`src/rtl/ov7670_pkg.sv`:
```
// rtl/ov7670_pkg.sv - shared constants for the OV7670 capture path
//
// Purpose: default frame geometry, counter widths and frame-sequencer
//          state encodings shared by the capture-path modules.
// Ports:   none (package).
package ov7670_pkg;

  localparam int H_PIX_DEF   = 640;
  localparam int V_LINES_DEF = 480;
  localparam int CNT_W_DEF   = 10;
  localparam int FCNT_W_DEF  = 8;

  // Frame sequencer state enumeration (IDLE, SYNC, CAPT, EOF, HOLD, NEXT)
  localparam logic [2:0] ST_IDLE = 3'd0;
  localparam logic [2:0] ST_SYNC = 3'd1;
  localparam logic [2:0] ST_CAPT = 3'd2;
  localparam logic [2:0] ST_EOF  = 3'd3;
  localparam logic [2:0] ST_HOLD = 3'd4;
  localparam logic [2:0] ST_NEXT = 3'd5;

endpackage

```
`src/rtl/sync_2ff.sv`:
```
// rtl/sync_2ff.sv - two-flop level synchronizer
//
// Purpose: brings an asynchronous level into the pclk domain.
// Ports:   pclk  in  destination clock
//          rst   in  synchronous active-high reset (both flops to RST_VAL)
//          i_d   in  asynchronous level
//          o_q   out synchronized level, two pclk edges of latency
module sync_2ff #(
  parameter logic RST_VAL = 1'b0
) (
  input  logic pclk,
  input  logic rst,
  input  logic i_d,
  output logic o_q
);

  logic r_meta;
  logic r_sync;

  always_ff @(posedge pclk) begin
    if (rst) begin
      r_meta <= RST_VAL;
      r_sync <= RST_VAL;
    end else begin
      r_meta <= i_d;
      r_sync <= r_meta;
    end
  end

  assign o_q = r_sync;

endmodule

```
`src/rtl/ov7670_frame_ctrl.sv`:
```
// rtl/ov7670_frame_ctrl.sv - OV7670 frame sequencer with ping-pong bank control
//
// Purpose: decides which frames reach the dual-bank pixel buffer (single or
//          continuous), swaps banks only on complete well-formed frames and
//          flags line/frame geometry errors.
// Ports:   pclk, rst           clock, synchronous active-high reset
//          i_vsync, i_href     camera sync signals
//          i_pix_wr            pixel write strobe from the capture datapath
//          i_cmd_start/stop    1-cycle command pulses; i_mode_cont sampled on start
//          i_rd_lock           async reader-busy level (synchronized inside)
//          o_mem_we            gated buffer write (combinational)
//          o_wr_bank/o_rd_bank writer / reader bank select
//          o_busy, o_frame_done, o_err_line, o_err_frame, o_frame_cnt  status
module ov7670_frame_ctrl
  import ov7670_pkg::*;
#(
  parameter int H_PIX   = H_PIX_DEF,
  parameter int V_LINES = V_LINES_DEF,
  parameter int CNT_W   = CNT_W_DEF,
  parameter int FCNT_W  = FCNT_W_DEF
) (
  input  logic              pclk,
  input  logic              rst,
  input  logic              i_vsync,
  input  logic              i_href,
  input  logic              i_pix_wr,
  input  logic              i_cmd_start,
  input  logic              i_cmd_stop,
  input  logic              i_mode_cont,
  input  logic              i_rd_lock,
  output logic              o_mem_we,
  output logic              o_wr_bank,
  output logic              o_rd_bank,
  output logic              o_busy,
  output logic              o_frame_done,
  output logic              o_err_line,
  output logic              o_err_frame,
  output logic [FCNT_W-1:0] o_frame_cnt
);

  localparam logic [CNT_W-1:0] LP_H = CNT_W'(H_PIX);
  localparam logic [CNT_W-1:0] LP_V = CNT_W'(V_LINES);

  logic [2:0]        r_state;
  logic [2:0]        w_state_nxt;
  logic              r_vs_d, r_hr_d;
  logic [1:0]        r_chk;
  logic [CNT_W-1:0]  r_pix_cnt, r_line_cnt;
  logic              r_mode_cont, r_stop_pend;
  logic              r_wr_bank, r_rd_bank, r_busy, r_frame_done;
  logic              r_err_line, r_err_frame;
  logic [FCNT_W-1:0] r_frame_cnt;

  logic w_vs_rise, w_vs_fall, w_hr_fall;
  logic w_rd_lock_s, w_cap_en, w_start;
  logic w_eof_ready, w_frame_bad, w_swap;

  sync_2ff #(.RST_VAL(1'b0)) u_rd_lock_sync (
    .pclk (pclk),
    .rst  (rst),
    .i_d  (i_rd_lock),
    .o_q  (w_rd_lock_s)
  );

  assign w_vs_rise = i_vsync & ~r_vs_d;
  assign w_vs_fall = ~i_vsync & r_vs_d;
  assign w_hr_fall = ~i_href & r_hr_d;

  // Capture enable drops combinationally on vs_rise so no pixel of the
  // next frame's blanking ever lands in the bank about to be handed over.
  assign w_cap_en = (r_state == ST_CAPT) & ~w_vs_rise;
  assign o_mem_we = i_pix_wr & w_cap_en;

  assign w_start     = i_cmd_start & ~i_cmd_stop;
  assign w_eof_ready = (r_state == ST_EOF) && (r_chk == 2'b00);
  assign w_frame_bad = (r_line_cnt != LP_V);
  assign w_swap      = (w_eof_ready && !w_frame_bad && !w_rd_lock_s) ||
                       ((r_state == ST_HOLD) && !w_rd_lock_s);

  always_comb begin
    w_state_nxt = r_state;
    case (r_state)
      ST_IDLE: if (w_start) w_state_nxt = ST_SYNC;
      ST_SYNC: begin
        if (i_cmd_stop)     w_state_nxt = ST_IDLE;
        else if (w_vs_fall) w_state_nxt = ST_CAPT;
      end
      ST_CAPT: if (w_vs_rise) w_state_nxt = ST_EOF;
      ST_EOF: begin
        if (w_eof_ready) begin
          if (w_frame_bad || !w_rd_lock_s) w_state_nxt = ST_NEXT;
          else                             w_state_nxt = ST_HOLD;
        end
      end
      ST_HOLD: if (!w_rd_lock_s) w_state_nxt = ST_NEXT;
      ST_NEXT: begin
        if (!r_mode_cont || r_stop_pend || i_cmd_stop) w_state_nxt = ST_IDLE;
        else                                           w_state_nxt = ST_SYNC;
      end
      default: w_state_nxt = ST_IDLE;
    endcase
  end

  always_ff @(posedge pclk) begin
    if (rst) begin
      r_state      <= ST_IDLE;
      r_vs_d       <= 1'b0;
      r_hr_d       <= 1'b0;
      r_chk        <= 2'b00;
      r_pix_cnt    <= '0;
      r_line_cnt   <= '0;
      r_mode_cont  <= 1'b0;
      r_stop_pend  <= 1'b0;
      r_wr_bank    <= 1'b0;
      r_rd_bank    <= 1'b1;
      r_busy       <= 1'b0;
      r_frame_done <= 1'b0;
      r_err_line   <= 1'b0;
      r_err_frame  <= 1'b0;
      r_frame_cnt  <= '0;
    end else begin
      r_state <= w_state_nxt;
      r_busy  <= (w_state_nxt != ST_IDLE);
      r_vs_d  <= i_vsync;
      r_hr_d  <= i_href;

      // Two-cycle delay after href falls lets the trailing pix_wr land
      // in the count before the line is judged.
      r_chk <= {r_chk[0], (r_state == ST_CAPT) && w_hr_fall};

      if ((r_state == ST_SYNC) && w_vs_fall) begin
        r_pix_cnt  <= '0;
        r_line_cnt <= '0;
      end else if (r_chk[1]) begin
        if (r_pix_cnt != LP_H) r_err_line <= 1'b1;
        r_pix_cnt <= o_mem_we ? CNT_W'(1) : '0;
        if (r_line_cnt != '1) r_line_cnt <= r_line_cnt + 1'b1;
      end else if (o_mem_we && (r_pix_cnt != '1)) begin
        r_pix_cnt <= r_pix_cnt + 1'b1;
      end

      if (w_eof_ready && w_frame_bad) r_err_frame <= 1'b1;

      if (i_cmd_stop && ((r_state == ST_CAPT) || (r_state == ST_EOF) ||
                         (r_state == ST_HOLD)))
        r_stop_pend <= 1'b1;

      // Start clears the sticky errors last so it always wins.
      if ((r_state == ST_IDLE) && w_start) begin
        r_mode_cont <= i_mode_cont;
        r_stop_pend <= 1'b0;
        r_err_line  <= 1'b0;
        r_err_frame <= 1'b0;
      end

      r_frame_done <= w_swap;
      if (w_swap) begin
        r_wr_bank   <= ~r_wr_bank;
        r_rd_bank   <= ~r_rd_bank;
        r_frame_cnt <= r_frame_cnt + 1'b1;
      end
    end
  end

  assign o_wr_bank    = r_wr_bank;
  assign o_rd_bank    = r_rd_bank;
  assign o_busy       = r_busy;
  assign o_frame_done = r_frame_done;
  assign o_err_line   = r_err_line;
  assign o_err_frame  = r_err_frame;
  assign o_frame_cnt  = r_frame_cnt;

endmodule
```
`config.mk`:
```
export PLATFORM = sky130hd
export DESIGN_NAME = ov7670_frame_ctrl
export DESIGN_NICKNAME = d
export VERILOG_FILES = /design/src/rtl/ov7670_pkg.sv /design/src/rtl/sync_2ff.sv /design/src/rtl/ov7670_frame_ctrl.sv
export SDC_FILE = /design/constraint.sdc
export NUM_CORES = 1
export LEC_CHECK = 0
export CAP_MARGIN = 20
export CORE_MARGIN = 1.5
export CORE_UTILIZATION = 60
export CTS_CLUSTER_DIAMETER = 100
export DETAILED_ROUTE_END_ITERATION = 12
export PLACE_DENSITY_LB_ADDON = 0.12
export SLEW_MARGIN = 30
export SYNTH_ARGS = -nofsm -noshare
export SYNTH_HDL_FRONTEND = slang
export SYNTH_SLANG_ARGS = --single-unit
export TNS_END_PERCENT = 50
```
`constraint.sdc`:
```
create_clock -name pclk -period 3.3 [get_ports pclk]
set_input_delay 0.33 -clock pclk [delete_from_list [all_inputs] [get_ports pclk]]
set_output_delay 0.33 -clock pclk [all_outputs]
set_load 0.005 [all_outputs]
```
==> reports/results.md, run 1 <==
| Metric | Reported |
| --- | --- |
| First-pass GRT wire length | 7403 um |
| CP required | 2970 ps |
| Average size of a mapped cell | 8.789 sq um |
| Number of antenna-violating nets in the routed design | 0 |
| Worst-case vdd ir drop | 0.2872 mV |
| Share of cells above drive strength 1 | 0.07463 |
| Overflow after GRT | 0 |
| Clock network power share | 0.292 |
| Crit. End Element | output port |
| Post-route worst setup slack | 806.6 ps |
| Drt pass-1 iters | 6 |
| Sequential-to-total area share from yosys stat | 0.4167 |
| Vias | 1739 |
| Synth area leader | sky130_fd_sc_hd__dfxtp_1 |
| Reg2reg end | o_frame_cnt[5] |
| Number of buffers inserted to repair setup after CTS | 0 |
| Floorplan die area | 3973 sq um |
| Hold depth | 1 |
| Flop and latch count out of synthesis | 45 |
| Gate count of the mapped netlist | 246 |
| Met1 track demand over resource in global routing | 0.2959 |
| Count of hold-fix buffers inserted at cts | 0 |
| GRT Overall Usage | 0.2308 |
| Clock insertion delay at the later pin of the skew report | 350 ps |
| Worst setup slack after placement | 1011 ps |
| CTS resizes | 0 |
| Predominant post-synthesis flop cell | sky130_fd_sc_hd__dfxtp_1 |
| Number of global-route vias before repair | 1661 |
| CTS tree | yes |
| Unrepaired setup endpoints after global routing | no |
| Setup violations, final | 0 |
| Final design utilization | 0.7265 |
| Clock Root Buffer | sky130_fd_sc_hd__clkbuf_4 |
| Ratio of routed vias to standard cells | 5.538 |
| Total routed wirelength | 4056 um |
| Flop2flop setup slack | 1280 ps |
| Synthesized area | 2162 sq um |
| Cells taking the most area after synthesis | sky130_fd_sc_hd__dfxtp_1 42%, sky130_fd_sc_hd__nor2_1 7.1%, sky130_fd_sc_hd__xnor2_1 6.5% |
| Period Utilization, post-route | 0.7556 |
| Fraction of power consumed by sequential logic | 0.659 |
| Number of nets in the layout | 281 |
| Die W | 63.03 um |
| Critical setup path kind | flop to output port |
| Power share of the combinational group | 0.049 |
| Fill cell instance count of the final layout | 275 |
| Status | completed |
| Layout-stage area growth over the synthesis result | 13.89% |
| Post-detailed-route DRC marker count | 0 |
| Critical path origin | r_state[1] |
| Initial standard-cell utilization of the core | 0.6379 |
| Leak pwr | 0.0008247 uW |
| Sum of negative setup slack | 0 ps |
| Peak clock frequency supported by timing | 401.1 MHz |
| Cell internal power dissipation | 653.3 uW |
| Slew Viols, Final | 0 |
| Count of standard-cell rows | 21 |
| Busiest grt layer | met2 |
| Area share of the leading cell type in the synthesized netlist | 0.4167 |
| Area after DPL | 2414 sq um |
| Final non-filler cell area | 2462 sq um |
| Placer's final routability congestion estimate | 0.8514 |
| DIE HEIGHT | 63.03 um |
| Number of clock buffers inserted by TritonCTS | 5 |
| Slew margin rel. | 0.5742 |
| Clock Skew | 6.383 ps |
| Register clock-pin slew on the reported worst setup and hold paths | 110 ps |
| Maximum fanout along the worst path | 12 |
| Level count of the clock H-tree | 2 |
| Tmin final | 2493 ps |
| Top-Level Pins | 24 |
| Area of the multi-input gates | 1180 sq um |
| IO Port Bufs | 23 |
| Yosys warning count | 0 |
| Core region area | 3390 sq um |
| Class of the tightest hold or removal check | flop to flop |
| Path depth of the worst reg2reg path | 5 |
| Met3 Usage GRT | 0.05586 |
| Antenna fix cells | 0 |
| Mean routed wirelength per cell | 12.92 um |
| Post-synth EDFFs | 0 |
| Distinct cell type count after synthesis | 47 |
| Number of maximum-capacitance violations | 0 |
| Fraction of synthesis flops using an asynchronous set or reset pin | 0 |
| Hold Fails Final Rpt | 0 |
| CP arrival | 2160 ps |
| GR Layer Usage met2 | 0.3750 |
| Initial antenna violation count | 0 |
| Half-perimeter wire length of the detailed placement result | 2902 um |
| Timing endpoint of the critical path | o_mem_we |
| Pin slew with the least headroom to its limit | 622.5 ps |
| Switch Pwr | 185.5 uW |
| Launch point of the worst reg-to-reg path | r_state[0] |
| Syn_nets | 260 |
| Power density over the cells | 340.7 nW/um^2 |
| Fraction of power spent switching nets | 0.2211 |
| Violation count after the first detailed-routing iteration | 103 |
| Kind of launch point of the worst setup path | flop |
| Clock tree sinks | 45 |
| Largest net degree at the start of global routing | 28 |
| Total area of sequential cells | 900.9 sq um |
| Largest buffer count on any clock path | 2 |
through the flow:
stage          total power (uW)  hold WS [ps]  std cells
6_report                  838.8         455.6        314
4_1_cts                   851.5         458.8        314
3_5_place_dp              605.6         428.4        306
3_3_place_gp              605.5         428.5        306
5_1_grt                   879.2         478.4        314
2_1_floorplan             588.9         413.8        246
power by group through the flow:
stage / combinational, uW / clock (uW) / sequential, uW
floorplan: 27.2 / 0 / 562
global placement: 40.5 / 0 / 565
detailed placement: 40.4 / 0 / 565
CTS: 40.6 / 258 / 553
global route: 45.2 / 280 / 554
finish: 40.7 / 245 / 553
synth_stat cells (all sizes together) (2+ instances only):
library cell	instances
a2111oi	2
a211oi	5
a21oi	10
and3	5
buf	5
clkbuf	5
dfxtp	45
ha	5
inv	10
mux2i	3
nand2	14
nand2b	5
nand3	9
nand4	7
nand4b	2
nor2	41
nor2b	11
nor3	12
nor4	5
nor4b	4
o21ai	3
o31ai	2
or2	2
or3	2
xnor2	16
xor2	3
metal layers:
layer | share of wire | vias up
met5 | 0 | -
met1 | 0.48 | 808
met4 | 0.018 | 0
li1 | - | 897
met3 | 0.029 | 8
met2 | 0.47 | 26
worst min path at each step:
stage	startpoint	end	slack [ps]
2_1_floorplan	u_rd_lock_sync.r_meta	u_rd_lock_sync.o_q	410
3_3_place_gp	u_rd_lock_sync.r_meta	u_rd_lock_sync.o_q	430
3_5_place_dp	u_rd_lock_sync.r_meta	u_rd_lock_sync.o_q	430
4_1_cts	u_rd_lock_sync.r_meta	u_rd_lock_sync.o_q	460
5_1_grt	r_hr_d	r_chk[0]	480
6_report	u_rd_lock_sync.r_meta	u_rd_lock_sync.o_q	460
state kept, by name (all words and copies together), names as in the netlist, 2 cells and up:
register and count:
r_state 3, r_pix_cnt 10, r_chk 2, r_line_cnt 10
o_frame_cnt 8
area by class of cell:
class	instances	area share
clock buffer	8	0.01982
sequential	45	0.3659
timing repair buffer	24	0.09654
inverter	10	0.01524
tap	46	0.02337
multi-input combinational	181	0.4792
cells by family (layout without fill, tap and decap cells):
logic type,count (synthesis),count (layout),share of synthesized area
and+or+nand+nor,124,124,0.3189
DFF,45,45,0.4167
AOI/OAI and AO/OA,29,29,0.1001
buffers and inverters,20,42,0.03762
xor gates and xnor gates,19,19,0.07697
adders and majority gates,5,5,0.02894
muxes,4,4,0.02083
worst max-delay path, cell delays in order (launching register included):
cell                              delay, ps
sky130_fd_sc_hd__dfxtp_1                510
sky130_fd_sc_hd__nor2b_1                220
sky130_fd_sc_hd__nand3_1                360
sky130_fd_sc_hd__inv_1                  210
sky130_fd_sc_hd__clkdlybuf4s50_1        520
cells in the final DEF (no fill, tap or decap), drive strengths merged, types with 8 or more instances in the layout:
cell	n
nand2	14
xnor2	16
nor2	41
a21oi	10
clkdlybuf4s50	23
nor2b	11
nor3	12
inv	10
clkbuf	8
nand3	9
dfxtp	45
No activity file was read; power rests on OpenSTA's default activity.
==> run 2: changes to the inputs <==
Settings changed: CORE_UTILIZATION 60 to 55.
Clock period 3.3 ns to 2.3 ns, I/O delays scaled along.
==> run 2 against run 1 <==
Compared with the run above:
- die area up 8.7%
- flip-flop and latch count stayed put
- global-route usage fell by 1.2 points
- setup slack worse by 510 ps
- cell area up 2.8%
- sequential share of layout area down 1.0 points
- worst hold slack got worse by 12 ps
- final cell count grew 1.6%
- utilization is 4.5 points lower
- register-to-register slack got worse by 840 ps
- first-iteration DRC count grew 68%
- critical path type unchanged
- critical endpoint unchanged
- highest routed layer unchanged
==> reports/results.md, run 2 (synthesis gave the netlist of run 1 again) <==
| Metric | Reported |
| --- | --- |
| Leading cell type in the layout, fill and taps excluded | sky130_fd_sc_hd__dfxtp_1 |
| Peak clock frequency supported by timing | 498.1 MHz |
| IO Port Bufs | 23 |
| Vias | 1741 |
| Leak pwr | 0.0008622 uW |
| Reg2reg end | o_frame_cnt[5] |
| Slew Viols, Final | 0 |
| Maximum cell stage delay along the critical path | 510 ps |
| Largest net degree at the start of global routing | 28 |
| Initial antenna violation count | 0 |
| Crit. End Element | output port |
| Period Utilization, post-route | 0.8728 |
| Number of buffers inserted to repair setup after CTS | 0 |
| Register clock-pin slew on the reported worst setup and hold paths | 80 ps |
| Count of placed standard cells including taps | 312 |
| CTS tree | yes |
| Launch point of the worst reg-to-reg path | r_line_cnt[0] |
| Die W | 65.70 um |
| Floorplan die area | 4316 sq um |
| Level count of the clock H-tree | 2 |
| Status | completed |
| Antenna fix cells | 0 |
| Mean routed wirelength per cell | 13.07 um |
| Hold depth | 1 |
| Tmin final | 2008 ps |
| Total routed wirelength | 4168 um |
| Path depth of the worst reg2reg path | 7 |
| Fill cell instance count of the final layout | 305 |
| DIE HEIGHT | 65.70 um |
| Kind of launch point of the worst setup path | flop |
| Top-Level Pins | 24 |
| Maximum fanout along the worst path | 10 |
| Core region area | 3716 sq um |
| Violation count after the first detailed-routing iteration | 173 |
| CP required | 2070 ps |
| First-pass GRT wire length | 7238 um |
| CP arrival | 1780 ps |
| Class of the tightest hold or removal check | flop to flop |
| Flop2flop setup slack | 440 ps |
| Final design utilization | 0.6815 |
| Number of antenna-violating nets in the routed design | 0 |
| Share of cells above drive strength 1 | 0.09225 |
| Number of clock buffers inserted by TritonCTS | 5 |
| Ratio of routed vias to standard cells | 5.458 |
| Clock tree sinks | 45 |
| GRT Overall Usage | 0.2190 |
| Initial standard-cell utilization of the core | 0.5818 |
| Min Hold Slack | 443.2 ps |
| Number of standard cells in the final layout excluding fillers | 319 |
| Number of nets in the layout | 285 |
| Unrepaired setup endpoints after global routing | no |
| Power density over the cells | 531.6 nW/um^2 |
| Most used cells in the layout excluding fill and tap cells | 45 x sky130_fd_sc_hd__dfxtp_1, 41 x sky130_fd_sc_hd__nor2_1, 23 x sky130_fd_sc_hd__clkdlybuf4s50_1 |
| Pin slew with the least headroom to its limit | 580.5 ps |
| Slew margin rel. | 0.6030 |
| Placer's final routability congestion estimate | 0.8460 |
| Largest buffer count on any clock path | 2 |
| Master of the slowest instance on the critical path | sky130_fd_sc_hd__clkdlybuf4s50_1 |
| Clock Root Buffer | sky130_fd_sc_hd__clkbuf_8 |
| Drt pass-1 iters | 4 |
| Number of global-route vias before repair | 1630 |
| CTS resizes | 0 |
| Clock insertion delay at the later pin of the skew report | 300 ps |
| Combined buffer and inverter count along the critical path | 2 |
| Delay-heaviest family, CP | buffers and inverters |
| Count of hold-fix buffers inserted at cts | 0 |
| WHS Endpoint | u_rd_lock_sync.o_q |
| Overflow after GRT | 0 |
| Count of standard-cell rows | 22 |
| Setup violations, final | 0 |
| Post-detailed-route DRC marker count | 0 |
| CP Cell Sequence | nor2b_1 -> nand3_1 -> inv_1 -> clkdlybuf4s50_1 |
| Layout-stage area growth over the synthesis result | 17.13% |
| Hold Startpoint | u_rd_lock_sync.r_meta |
| Sum of negative setup slack | 0 ps |
| Clock Skew | 3.849 ps |
| Hold Fails Final Rpt | 0 |
| Worst-case vdd ir drop | 0.3060 mV |
| Half-perimeter wire length of the detailed placement result | 2963 um |
| Critical setup path kind | flop to output port |
| Number of maximum-capacitance violations | 0 |
-- run 2: changes by cell type in the layout (fill, tap and decap cells not counted), sizes merged --
cell,change
buf,+4
clkbuf,-1
-- run 2: how the worst max path moves through the flow --
| stage | startpoint | endpoint | slack, ps | cells past startpoint |
|---|---|---|---|---|
| floorplan | r_line_cnt[0] | o_frame_cnt[5] | 550 | 7 |
| global placement | i_cmd_stop | o_busy | 420 | 5 |
| detailed placement | i_cmd_stop | o_busy | 370 | 5 |
| CTS | r_state[1] | o_mem_we | 290 | 4 |
| global route | r_state[1] | o_mem_we | 210 | 4 |
| finish | r_state[1] | o_mem_we | 290 | 4 |
-- run 2: layout make-up --
class,count,area (sq um),area share
inverters,10,37.54,0.01482
flip-flops and latches,45,900.9,0.3557
repair buffers,28,267.8,0.1057
well taps,48,60.06,0.02372
multi-input cells,181,1180,0.4659
clock buffers,7,86.33,0.03409
-- run 2: power breakdown --
part | internal, uW | switching, uW | leakage (uW)
Combinational | 31.8 | 32.1 | 0.000454
Sequential | 785 | 4.50 | 0.000364
Clock | 238 | 254 | 0.0000443
-- run 2: per-stage QoR --
stage                     cell area (sq um)  total power, uW  setup WS, ps
after floorplan                        2162            844.9         546.2
after global placement                 2446            872.4         417.5
after detailed placement               2446            872.5         366.1
after CTS                              2532             1361         290.9
after global routing                   2532             1396         209.0
final                                  2532             1346         292.5
-- run 2: per-layer routing --
layer,track usage,vias to the layer above,part of all wire
met2,0.3396,25,0.46
met5,0,-,0
met3,0.06849,5,0.037
met4,0.08333,0,0.013
met1,0.2839,803,0.49
li1,-,908,-
